## config.mk

```make
export PLATFORM = sky130hd
export DESIGN_NAME = irq_controller
export DESIGN_NICKNAME = d
export VERILOG_FILES = /design/src/rtl/irq_controller_pkg.sv /design/src/rtl/irq_controller_prio_enc.sv /design/src/rtl/irq_controller.sv
export SDC_FILE = /design/constraint.sdc
export NUM_CORES = 1
export LEC_CHECK = 0
export CAP_MARGIN = 40
export CORE_UTILIZATION = 47
export CTS_BUF_LIST = sky130_fd_sc_hd__clkbuf_2 sky130_fd_sc_hd__clkbuf_4 sky130_fd_sc_hd__clkbuf_8
export CTS_CLUSTER_SIZE = 30
export DETAILED_ROUTE_END_ITERATION = 16
export PLACE_DENSITY = 0.87
export SLEW_MARGIN = 10
export SYNTH_ARGS = -nofsm -noshare
export SYNTH_HDL_FRONTEND = slang
export SYNTH_SLANG_ARGS = --single-unit
export TNS_END_PERCENT = 1
```

## constraint.sdc

```tcl
create_clock -name I_clk -period 3 [get_ports I_clk]
set_clock_uncertainty 0.15 [all_clocks]
set_input_delay 0.75 -clock I_clk [delete_from_list [all_inputs] [get_ports I_clk]]
set_output_delay 0.75 -clock I_clk [all_outputs]
set_load 0.01 [all_outputs]
```

## src/rtl/irq_controller_pkg.sv

```systemverilog
// rtl/irq_controller_pkg.sv - register offsets, MMIO base and FSM encoding for irq_controller
package irq_controller_pkg;
  localparam logic [31:0] IRQ_BASE    = 32'h0000_3000;
  localparam logic [1:0]  IRQ_MASK    = 2'd0;
  localparam logic [1:0]  IRQ_PENDING = 2'd1;
  localparam logic [1:0]  IRQ_EOI     = 2'd2;
  localparam logic [1:0]  IRQ_CURRENT = 2'd3;
  localparam int          IDX_W       = 4;

  typedef enum logic [1:0] {
    ST_IDLE    = 2'd0,
    ST_REQ     = 2'd1,
    ST_SERVICE = 2'd2
  } irq_state_e;
endpackage

```

## src/rtl/irq_controller_prio_enc.sv

```systemverilog
// rtl/irq_controller_prio_enc.sv - combinational priority encoder, lowest set index wins
module irq_controller_prio_enc
  import irq_controller_pkg::*;
#(
  parameter int NUM_IRQ = 4
) (
  input  logic [NUM_IRQ-1:0] I_req,
  output logic [IDX_W-1:0]   O_idx,
  output logic               O_any
);
  always_comb begin
    O_idx = '0;
    O_any = |I_req;
    // Scan downwards so the last hit, the lowest index, is the one kept
    for (int i = NUM_IRQ - 1; i >= 0; i--) begin
      if (I_req[i]) O_idx = IDX_W'(i);
    end
  end
endmodule

```

## src/rtl/irq_controller.sv

```systemverilog
// rtl/irq_controller.sv - prioritised interrupt controller: edge capture, request/ack FSM, MMIO registers
module irq_controller
  import irq_controller_pkg::*;
#(
  parameter int NUM_IRQ = 4,
  parameter int NUM_W   = 8
) (
  input  logic               I_clk,
  input  logic               I_reset,
  input  logic [NUM_IRQ-1:0] I_irq_src,
  output logic               O_irq_active,
  input  logic               I_irq_ack,
  output logic [NUM_W-1:0]   O_irq_num,
  output logic               O_irq_num_vld,
  input  logic               I_reg_exec,
  input  logic               I_reg_write,
  input  logic [1:0]         I_reg_addr,
  input  logic [15:0]        I_reg_data,
  output logic [15:0]        O_reg_data,
  output logic               O_reg_ready
);
  irq_state_e         state_q, state_d;
  logic [NUM_IRQ-1:0] src_q, src_d;
  logic [NUM_IRQ-1:0] pending_q, pending_d;
  logic [NUM_IRQ-1:0] mask_q, mask_d;
  logic [IDX_W-1:0]   win_q, win_d;
  logic [NUM_W-1:0]   cur_q, cur_d;
  logic               active_q, active_d;
  logic [NUM_W-1:0]   num_q, num_d;
  logic               num_vld_q, num_vld_d;
  logic [15:0]        rdata_q, rdata_d;
  logic               ready_q, ready_d;

  logic [NUM_IRQ-1:0] set_vec, clr_vec;
  logic [IDX_W-1:0]   enc_idx;
  logic               enc_any;
  logic               reg_wr, reg_rd;
  logic               unused_wdata;

  assign unused_wdata = ^I_reg_data[15:NUM_IRQ];

  irq_controller_prio_enc #(.NUM_IRQ(NUM_IRQ)) u_prio_enc (
    .I_req (pending_q & mask_q),
    .O_idx (enc_idx),
    .O_any (enc_any)
  );

  always_comb begin
    reg_wr    = I_reg_exec & I_reg_write;
    reg_rd    = I_reg_exec & ~I_reg_write;
    src_d     = I_irq_src;
    set_vec   = I_irq_src & ~src_q;
    clr_vec   = '0;
    state_d   = state_q;
    win_d     = win_q;
    cur_d     = cur_q;
    mask_d    = mask_q;
    num_d     = '0;
    num_vld_d = 1'b0;
    ready_d   = I_reg_exec;
    rdata_d   = '0;

    if (reg_wr && I_reg_addr == IRQ_MASK)    mask_d  = I_reg_data[NUM_IRQ-1:0];
    if (reg_wr && I_reg_addr == IRQ_PENDING) clr_vec = I_reg_data[NUM_IRQ-1:0];

    if (reg_rd) begin
      case (I_reg_addr)
        IRQ_MASK:    rdata_d = 16'(mask_q);
        IRQ_PENDING: rdata_d = 16'(pending_q);
        IRQ_CURRENT: rdata_d = 16'(cur_q);
        default:     rdata_d = '0;
      endcase
    end

    case (state_q)
      ST_IDLE: begin
        if (enc_any) begin
          win_d   = enc_idx;
          state_d = ST_REQ;
        end
      end
      ST_REQ: begin
        // win_q is frozen here: delivery ignores later arrivals and software clears
        if (I_irq_ack) begin
          clr_vec   = clr_vec | (NUM_IRQ'(1) << win_q);
          num_d     = NUM_W'(win_q) + NUM_W'(1);
          num_vld_d = 1'b1;
          cur_d     = NUM_W'(win_q) + NUM_W'(1);
          state_d   = ST_SERVICE;
        end
      end
      ST_SERVICE: begin
        if (reg_wr && I_reg_addr == IRQ_EOI) begin
          cur_d   = '0;
          state_d = ST_IDLE;
        end
      end
      default: state_d = ST_IDLE;
    endcase

    active_d  = (state_d == ST_REQ);
    pending_d = (pending_q & ~clr_vec) | set_vec;
  end

  always_ff @(posedge I_clk) begin
    if (I_reset) begin
      state_q   <= ST_IDLE;
      src_q     <= I_irq_src;
      pending_q <= '0;
      mask_q    <= '0;
      win_q     <= '0;
      cur_q     <= '0;
      active_q  <= 1'b0;
      num_q     <= '0;
      num_vld_q <= 1'b0;
      rdata_q   <= '0;
      ready_q   <= 1'b0;
    end else begin
      state_q   <= state_d;
      src_q     <= src_d;
      pending_q <= pending_d;
      mask_q    <= mask_d;
      win_q     <= win_d;
      cur_q     <= cur_d;
      active_q  <= active_d;
      num_q     <= num_d;
      num_vld_q <= num_vld_d;
      rdata_q   <= rdata_d;
      ready_q   <= ready_d;
    end
  end

  assign O_irq_active  = active_q;
  assign O_irq_num     = num_q;
  assign O_irq_num_vld = num_vld_q;
  assign O_reg_data    = rdata_q;
  assign O_reg_ready   = ready_q;
endmodule

```

==> impl_metrics.ini, run 1 <==
[place]
place_hpwl_um = 1820
port-buffer-count = 24
placed_cell_area_um2 = 1480
place_congestion = 0.857
dp_slack_ps = 542

[die]
start_util_pct = 51.1
die_w_um = 54.6
die_h_um = 54.6
dieArea_um2 = 2980
row_count = 18
coreArea_um2 = 2540
pin_count = 54

[timing]
hold_viol = 0
slew_viol_final = 0
fin_crit_sh_pct = 72.6
finalWorstSetupSlack_ps = 823
finalSetupViolations = 0
rsz0062_at_grt = no
timing.hold.ws_ps = 327
fin_setup_tns_ps = 0
finalCriticalPeriod_ps = 2180
max_freq_mhz = 459

[clock_network]
cts_sinks = 29
postCtsHoldBufs = 0
h-tree-depth = 2
clk_latency_ps = 320
post_cts_resized = 0
root_buffer = clkbuf_4
path_clk_slew_ps = 80
cts_setup_buffers = 0
cts_tree = built
cts.path.max_buffers = 2
numCtsBuffers = 5

[synthesis]
yosysWarnings = 0
syn_inst = 128
synth_area_per_cell_um2 = 10.2
synth-seq-cells = 29
synth.distinct_cells = 37
synth_top_area_cell = dfxtp_1
synth_commonest_cells = 29 x dfxtp_1, 17 x buf_4, 14 x nor2_1, 7 x nand2_1, 6 x a22oi_1
yosysMostFrequentCell = dfxtp_1
synthArstFlopShare_pct = 0
synth.area.top_cells = dfxtp_1 45%, buf_4 9.8%, nor2_1 4.0%
syn_area_um2 = 1300
synth_seq_area_share_pct = 44.7
synth_top_area_share_pct = 44.7
synth_edf_count = 0
ys.flop_type = dfxtp_1

[pwr]
internal_power_w = 0.000550
clkPwrFrac_pct = 33.8
leakage_nw = 0.609
pwr_density_cell_nw_per_um2 = 466
net-switching-power_w = 0.000165
ir_drop_uv = 404
power.share.sequential_pct = 56.4
combPwrFrac_pct = 9.8
power_w = 0.000715
switching_share_pct = 23.1

[worst_hold_path]
hold_end = cur_q[0]$_SDFFE_PP0P_
hp-start = cur_q[0]$_SDFFE_PP0P_
hold_class = register to register
whs_path_depth = 2

[routing]
vias = 971
totalWireLength_um = 2490
via_per_inst = 5.28
drcViolationCount = 0
drt_first_pass_iters = 4
ant_nets = 0
wl_per_cell_um = 13.5
drt_iter0_drc = 29

[critical_path]
critPathKind = input pin to register
cp-start-kind = input pin
reg2reg_depth = 4
r2r-end = cur_q[1]$_SDFFE_PP0P_
critPathSlowestCell = clkdlybuf4s50_1
worstPathMaxFanout = 8
worstPathArrival_ps = 2220
crit_path_cell_trace = clkdlybuf4s50_1 -> nand4b_1 -> nor3b_1 -> o22ai_1
rrSetupSlack_ps = 1600
end_kind = register
slowest_delay_ps = 590
worst_ep_required_time_ps = 3040
r2r-start = win_q[0]$_SDFFE_PP0P_

[run_status]
status = finished, final reports clean

[layout]
antenna_cells = 0
drive_gt1_share_pct = 10.4
fin_nets = 185
fin_area_um2 = 1530
syn2layout_area_growth_pct = 18.0

[grt]
antenna_found_initial = 0
grt_pass1_vias = 883
grt_overflow = 0
grt_util_all_layers_pct = 19.5
grt_max_degree = 20
grt_pass1_wl_um = 3930

[job]
cap_viol_max_count = 0
[metrics by stage]
| stage | cells | util (%) |
|---|---|---|
| floorplan | 144 | - |
| detailed placement | 177 | 58.0 |
| finish | 184 | 60.3 |
| CTS | 184 | 60.3 |
| global placement | 177 | 58.0 |
| global route | 184 | 60.3 |
[layout by cell type, fill, tap and decap left out, drive strengths merged, types with 2 or more instances in the layout]
master         synthesis  routed
dfxtp                 29      29
clkdlybuf4s50          0      24
conb                   1      17
nor2                  14      14
nand2                  7       7
clkbuf                 1       7
a22oi                  6       6
mux2i                  5       5
ha                     4       4
inv                    3       3
a32o                   3       3
nand3                  3       3
mux2                   3       3
a31oi                  2       2
a21oi                  2       2
nand3b                 2       2
nor3b                  2       2
nor3                   2       2
o21bai                 2       2
a221oi                 2       2
[power groups by stage]
stage                     logic (W)  clock network [W]  registers (W)
final                     0.0000702           0.000241       0.000403
after floorplan           0.0000586                  0       0.000411
after CTS                 0.0000697           0.000247       0.000403
after global routing      0.0000763           0.000265       0.000405
after global placement    0.0000674                  0       0.000412
after detailed placement  0.0000688                  0       0.000412
[critical path, delay by kind of cell]
family / cells / cell delay, ps
simple gates: 2 / 740
compound gates: 1 / 140
buf+inv: 1 / 590
[worst max-delay path by stage]
stage / from / cells past startpoint / endpoint
after CTS: I_reg_addr[0] / 4 / cur_q[2]$_SDFFE_PP0P_
after global placement: I_reg_addr[1] / 4 / cur_q[2]$_SDFFE_PP0P_
final: I_reg_addr[0] / 4 / cur_q[2]$_SDFFE_PP0P_
after floorplan: I_reg_addr[0] / 5 / mask_q[0]$_SDFFE_PP0P_
after detailed placement: I_reg_addr[1] / 4 / cur_q[2]$_SDFFE_PP0P_
after global routing: I_reg_addr[0] / 4 / cur_q[2]$_SDFFE_PP0P_
[kinds of logic after synthesis]
family,after synthesis,share of synthesized area [%]
and+or+nand+nor,38,16.7
buffers and inverters,25,14.0
adders and majority gates,4,3.85
DFF,29,44.7
other,1,0.288
AOI/OAI and AO/OA,23,14.1
muxes,8,6.45
[per-layer routing]
| layer | GRT usage [%] | routed length [µm] | up-vias |
|---|---|---|---|
| li1 | - | - | 473 |
| met1 | 21.8 | 1030 | 451 |
| met2 | 31.5 | 1230 | 40 |
| met3 | 8.89 | 188 | 7 |
| met4 | 8.55 | 44 | 0 |
| met5 | 0 | 0 | - |
[registers in the layout, summed over array words and instances, names as in the netlist]
signal / cells
O_reg_data: 4
src_q: 4
mask_q: 4
state_q: 2
O_reg_ready: 1
win_q: 2
O_irq_num: 3
O_irq_num_vld: 1
cur_q: 3
O_irq_active: 1
pending_q: 4
[layout make-up]
class	count	area, µm²
fillers	223	1010
multi-input cells	90	598
flip-flops and latches	29	581
repair buffers	25	248
clock buffers	7	58.8
well taps	30	37.5
inverters	3	11.3
Power figures use the tool's default switching activity.
==> run 2, diff against run 1 <==
Settings changed: CORE_UTILIZATION 47 to 39, PLACE_DENSITY 0.87 to 0.77.
Clock period 3 ns to 1.8 ns, I/O delays scaled along.
==> impl_metrics.ini, run 2 (synthesis results as in run 1) <==
[place]
place_hpwl_um = 2090
port-buffer-count = 24
place_congestion = 0.843
place_inst = 200
dp_slack_ps = -222

[pwr]
ir_drop_uv = 262
switching_share_pct = 23.6
pwr_density_cell_nw_per_um2 = 739
net-switching-power_w = 0.000287
combPwrFrac_pct = 10.7
power.share.sequential_pct = 55.5
internal_power_w = 0.000926
leakage_nw = 0.761
clkPwrFrac_pct = 33.9

[clock_network]
clk_latency_ps = 330
cts_tree = built
cts.path.max_buffers = 2
numCtsBuffers = 5
root_buffer = clkbuf_4
path_clk_slew_ps = 90
h-tree-depth = 2
cts_sinks = 29

[die]
dieArea_um2 = 3570
die_w_um = 59.7
die_h_um = 59.7
row_count = 20
coreArea_um2 = 3100
start_util_pct = 41.9
pin_count = 54

[timing]
finalSetupViolations = 0
finalCriticalPeriod_ps = 1760
finalWorstSetupSlack_ps = 37.9
fin_crit_sh_pct = 97.9
max_freq_mhz = 568
rsz0062_at_grt = no
hold_viol = 0
slew_viol_final = 0

[grt]
grt_overflow = 0
grt_max_degree = 15
antenna_found_initial = 0
grt_util_all_layers_pct = 16.9
grt_pass1_vias = 954
use_met2_pct = 28.7
grtUsageMet3_pct = 6.49
grt_pass1_wl_um = 4240
busiest_layer = met2
globalRouteMet1Util_pct = 17.3

[critical_path]
critPathKind = register to output port
cp_top_family = buffers and inverters
worstPathArrival_ps = 1160
crit_path_cell_trace = clkdlybuf4s50_1
slowest_delay_ps = 520
cp-start-kind = register
crit_buf_inv = 1
critPathSlowestCell = clkdlybuf4s50_1
worst_ep_required_time_ps = 1200
end_kind = output port
worstPathMaxFanout = 1

[layout]
layout_commonest_cell = dfxtp_1
drive_gt1_share_pct = 15.3
seq_area_um2 = 581
fillCellCount = 292
multi_input_area_um2 = 598
final_cells = 207
fin_nets = 194
final_cell_mix = 29 x dfxtp_1, 17 x conb_1, 17 x clkdlybuf4s50_1, 14 x nor2_1, 9 x buf_4
antenna_cells = 0
syn2layout_area_growth_pct = 26.3

[routing]
drt_iter0_drc = 26
drcViolationCount = 0
wl_per_cell_um = 13.3
vias = 1009
drt_first_pass_iters = 4
totalWireLength_um = 2750
ant_nets = 0
via_per_inst = 4.87

[job]
cap_viol_max_count = 0

[worst_hold_path]
hold_class = register to register

[run_status]
status = finished, final reports clean
[run 2: what timing repair did]
action | 4_1_cts | 5_1_grt
pin swaps | 0 | 0
gates resized for setup | 2 | 5
setup buffers | 0 | 0
hold buffers | 0 | 0
endpoints found under the setup margin | 2 | 5
[run 2: worst paths after layout]
check                                               from                    end  slack [ps]  depth (start not counted)
worst max register to register     win_q[0]$_SDFFE_PP0P_  cur_q[1]$_SDFFE_PP0P_         400                          4
worst min register to register     cur_q[1]$_SDFFE_PP0P_  cur_q[1]$_SDFFE_PP0P_         320                          2
worst min-delay path               cur_q[1]$_SDFFE_PP0P_  cur_q[1]$_SDFFE_PP0P_         320                          2
worst max-delay path            O_reg_data[3]$_SDFF_PP0_          O_reg_data[3]          40                          1
[run 2: stage by stage]
step | instance area (µm²) | hold slack (ps) | utilization, % | total power [W] | setup TNS, ps
global placement | 1570 | 307 | 50.7 | 0.000812 | -2210
floorplan | 1360 | 290 | - | 0.000783 | 0
finish | 1640 | 321 | 52.9 | 0.00121 | 0
detailed placement | 1570 | 308 | 50.7 | 0.000817 | -2380
global route | 1640 | 338 | 52.9 | 0.00126 | 0
CTS | 1630 | 322 | 52.5 | 0.00122 | 0
[run 2: final cells by class]
type | count | share of cell area (%)
clock buffers | 7 | 3.58
inverters | 3 | 0.686
multi-input cells | 90 | 36.4
flip-flops and latches | 29 | 35.4
well taps | 44 | 3.35
repair buffers | 34 | 20.6
[run 2: power groups by stage]
stage	clock, W	sequential [W]	combinational, W
after floorplan	0	0.000685	0.0000976
after global placement	0	0.000686	0.000125
after detailed placement	0	0.000688	0.000129
after CTS	0.000415	0.000673	0.000129
after global routing	0.000443	0.000675	0.000140
final	0.000411	0.000673	0.000129
[run 2: per-layer routing]
| metal | part of all wire [%] | vias to the layer above |
|---|---|---|
| met2 | 50 | 39 |
| met3 | 6.0 | 9 |
| met1 | 41 | 473 |
| li1 | - | 488 |
| met5 | 0 | - |
| met4 | 3.4 | 0 |
==> run 3, diff against run 2 <==
--- a/config.mk
+++ b/config.mk
@@ -12,3 +12,3 @@
 export DETAILED_ROUTE_END_ITERATION = 16
-export PLACE_DENSITY = 0.77
+export PLACE_DENSITY = 0.75
 export SLEW_MARGIN = 10
==> constraint.sdc (replaced) <==
create_clock -name I_clk -period 1.8 [get_ports I_clk]
set_clock_uncertainty 0.15 [all_clocks]
set_input_delay 0.36 -clock I_clk [delete_from_list [all_inputs] [get_ports I_clk]]
set_output_delay 0.36 -clock I_clk [all_outputs]
set_load 0.01 [all_outputs]
==> impl_metrics.ini, run 3 (synthesis results as in run 1) <==
[timing]
finalSetupViolations = 0
finalCriticalPeriod_ps = 1690
slew_viol_final = 0
finalWorstSetupSlack_ps = 106
hold_viol = 0
rsz0062_at_grt = no
max_freq_mhz = 590
fin_setup_tns_ps = 0
fin_crit_sh_pct = 94.1

[critical_path]
r2r-end = cur_q[1]$_SDFFE_PP0P_
rrSetupSlack_ps = 390
worstPathMaxFanout = 1
end_kind = output port
cp_top_family = buffers and inverters
crit_buf_inv = 1
r2r-start = win_q[0]$_SDFFE_PP0P_
crit_path_cell_trace = clkdlybuf4s50_1
worstPathArrival_ps = 1180
critPathKind = register to output port
critPathSlowestCell = clkdlybuf4s50_1
cp-start-kind = register
reg2reg_depth = 4
slowest_delay_ps = 540
worst_ep_required_time_ps = 1290

[place]
port-buffer-count = 24
place_congestion = 0.815
dp_slack_ps = -147
place_hpwl_um = 1940

[run_status]
status = finished, final reports clean

[grt]
grt_pass1_vias = 934
grt_overflow = 0
grt_util_all_layers_pct = 16.0
grt_max_degree = 10
grt_pass1_wl_um = 4090
antenna_found_initial = 0

[die]
row_count = 20
pin_count = 54
coreArea_um2 = 3100
die_w_um = 59.7
start_util_pct = 41.9
dieArea_um2 = 3570
die_h_um = 59.7

[clock_network]
path_clk_slew_ps = 80
h-tree-depth = 2
post_cts_resized = 0
postCtsHoldBufs = 0
numCtsBuffers = 5
cts_sinks = 29
cts_tree = built
cts.path.max_buffers = 2
clk_latency_ps = 320
cts_setup_buffers = 0
root_buffer = clkbuf_4

[layout]
fin_nets = 192
syn2layout_area_growth_pct = 23.4
final_cell_mix = 29 x dfxtp_1, 24 x clkdlybuf4s50_1, 17 x conb_1, 14 x nor2_1, 8 x buf_4
fillCellCount = 303
layout_commonest_cell = dfxtp_1
drive_gt1_share_pct = 14.3
antenna_cells = 0

[worst_hold_path]
whs_path_depth = 2
hold_class = register to register
hold_end = cur_q[0]$_SDFFE_PP0P_
hp-start = cur_q[0]$_SDFFE_PP0P_

[job]
cap_viol_max_count = 0

[pwr]
power_w = 0.00120
leakage_nw = 0.644
ir_drop_uv = 240
pwr_density_cell_nw_per_um2 = 747

[routing]
totalWireLength_um = 2570
wl_per_cell_um = 12.5
via_per_inst = 4.86
drcViolationCount = 0
drt_iter0_drc = 47
ant_nets = 0
vias = 996
drt_first_pass_iters = 4
run 3: layer usage:
metal | GRT usage, % | vias to the layer above | wire, µm
met4 | 10.6 | 0 | 60
met1 | 17.3 | 463 | 1110
met2 | 26.0 | 45 | 1230
met5 | 0 | - | 0
li1 | - | 482 | -
met3 | 6.06 | 6 | 172
run 3: cell type report:
class | instances | area, µm² | area share (%)
inverter | 3 | 11.3 | 0.702
tap | 44 | 55.1 | 3.43
multi-input combinational | 90 | 598 | 37.3
clock buffer | 7 | 58.8 | 3.67
sequential | 29 | 581 | 36.2
timing repair buffer | 32 | 300 | 18.7
run 3: worst max path at each step:
stage,start,end,slack (ps),cells past startpoint
finish,O_irq_num_vld$_SDFF_PP0_,O_irq_num_vld,110,1
global route,O_irq_num_vld$_SDFF_PP0_,O_irq_num_vld,60,1
CTS,O_irq_num_vld$_SDFF_PP0_,O_irq_num_vld,90,1
detailed placement,I_reg_addr[1],O_reg_data[0]$_SDFF_PP0_,-150,5
global placement,I_reg_addr[1],O_reg_data[1]$_SDFF_PP0_,-140,5
floorplan,I_reg_addr[0],mask_q[0]$_SDFFE_PP0P_,420,5
run 3: report_power, final:
group	switching, W	total, W	leakage [nW]	internal [W]
Sequential	0.0000130	0.000672	0.237	0.000659
Combinational	0.0000615	0.000126	0.372	0.0000647
Clock	0.000201	0.000400	0.0348	0.000199
run 3: tightest hold or removal path, delay by kind of cell (launching register included):
| family | cells | cell delay [ps] |
|---|---|---|
| DFF | 1 | 320 |
| and+or+nand+nor | 1 | 60 |
| AOI/OAI and AO/OA | 1 | 60 |
run 3: through the flow:
step                      utilization, %  instances  hold WS, ps  area, µm²
after detailed placement            49.8        198          319       1550
after CTS                           51.7        205          332       1600
after floorplan                        -        144          238       1360
after global placement              49.8        198          307       1550
after global routing                51.7        205          335       1600
final                               51.7        205          326       1600
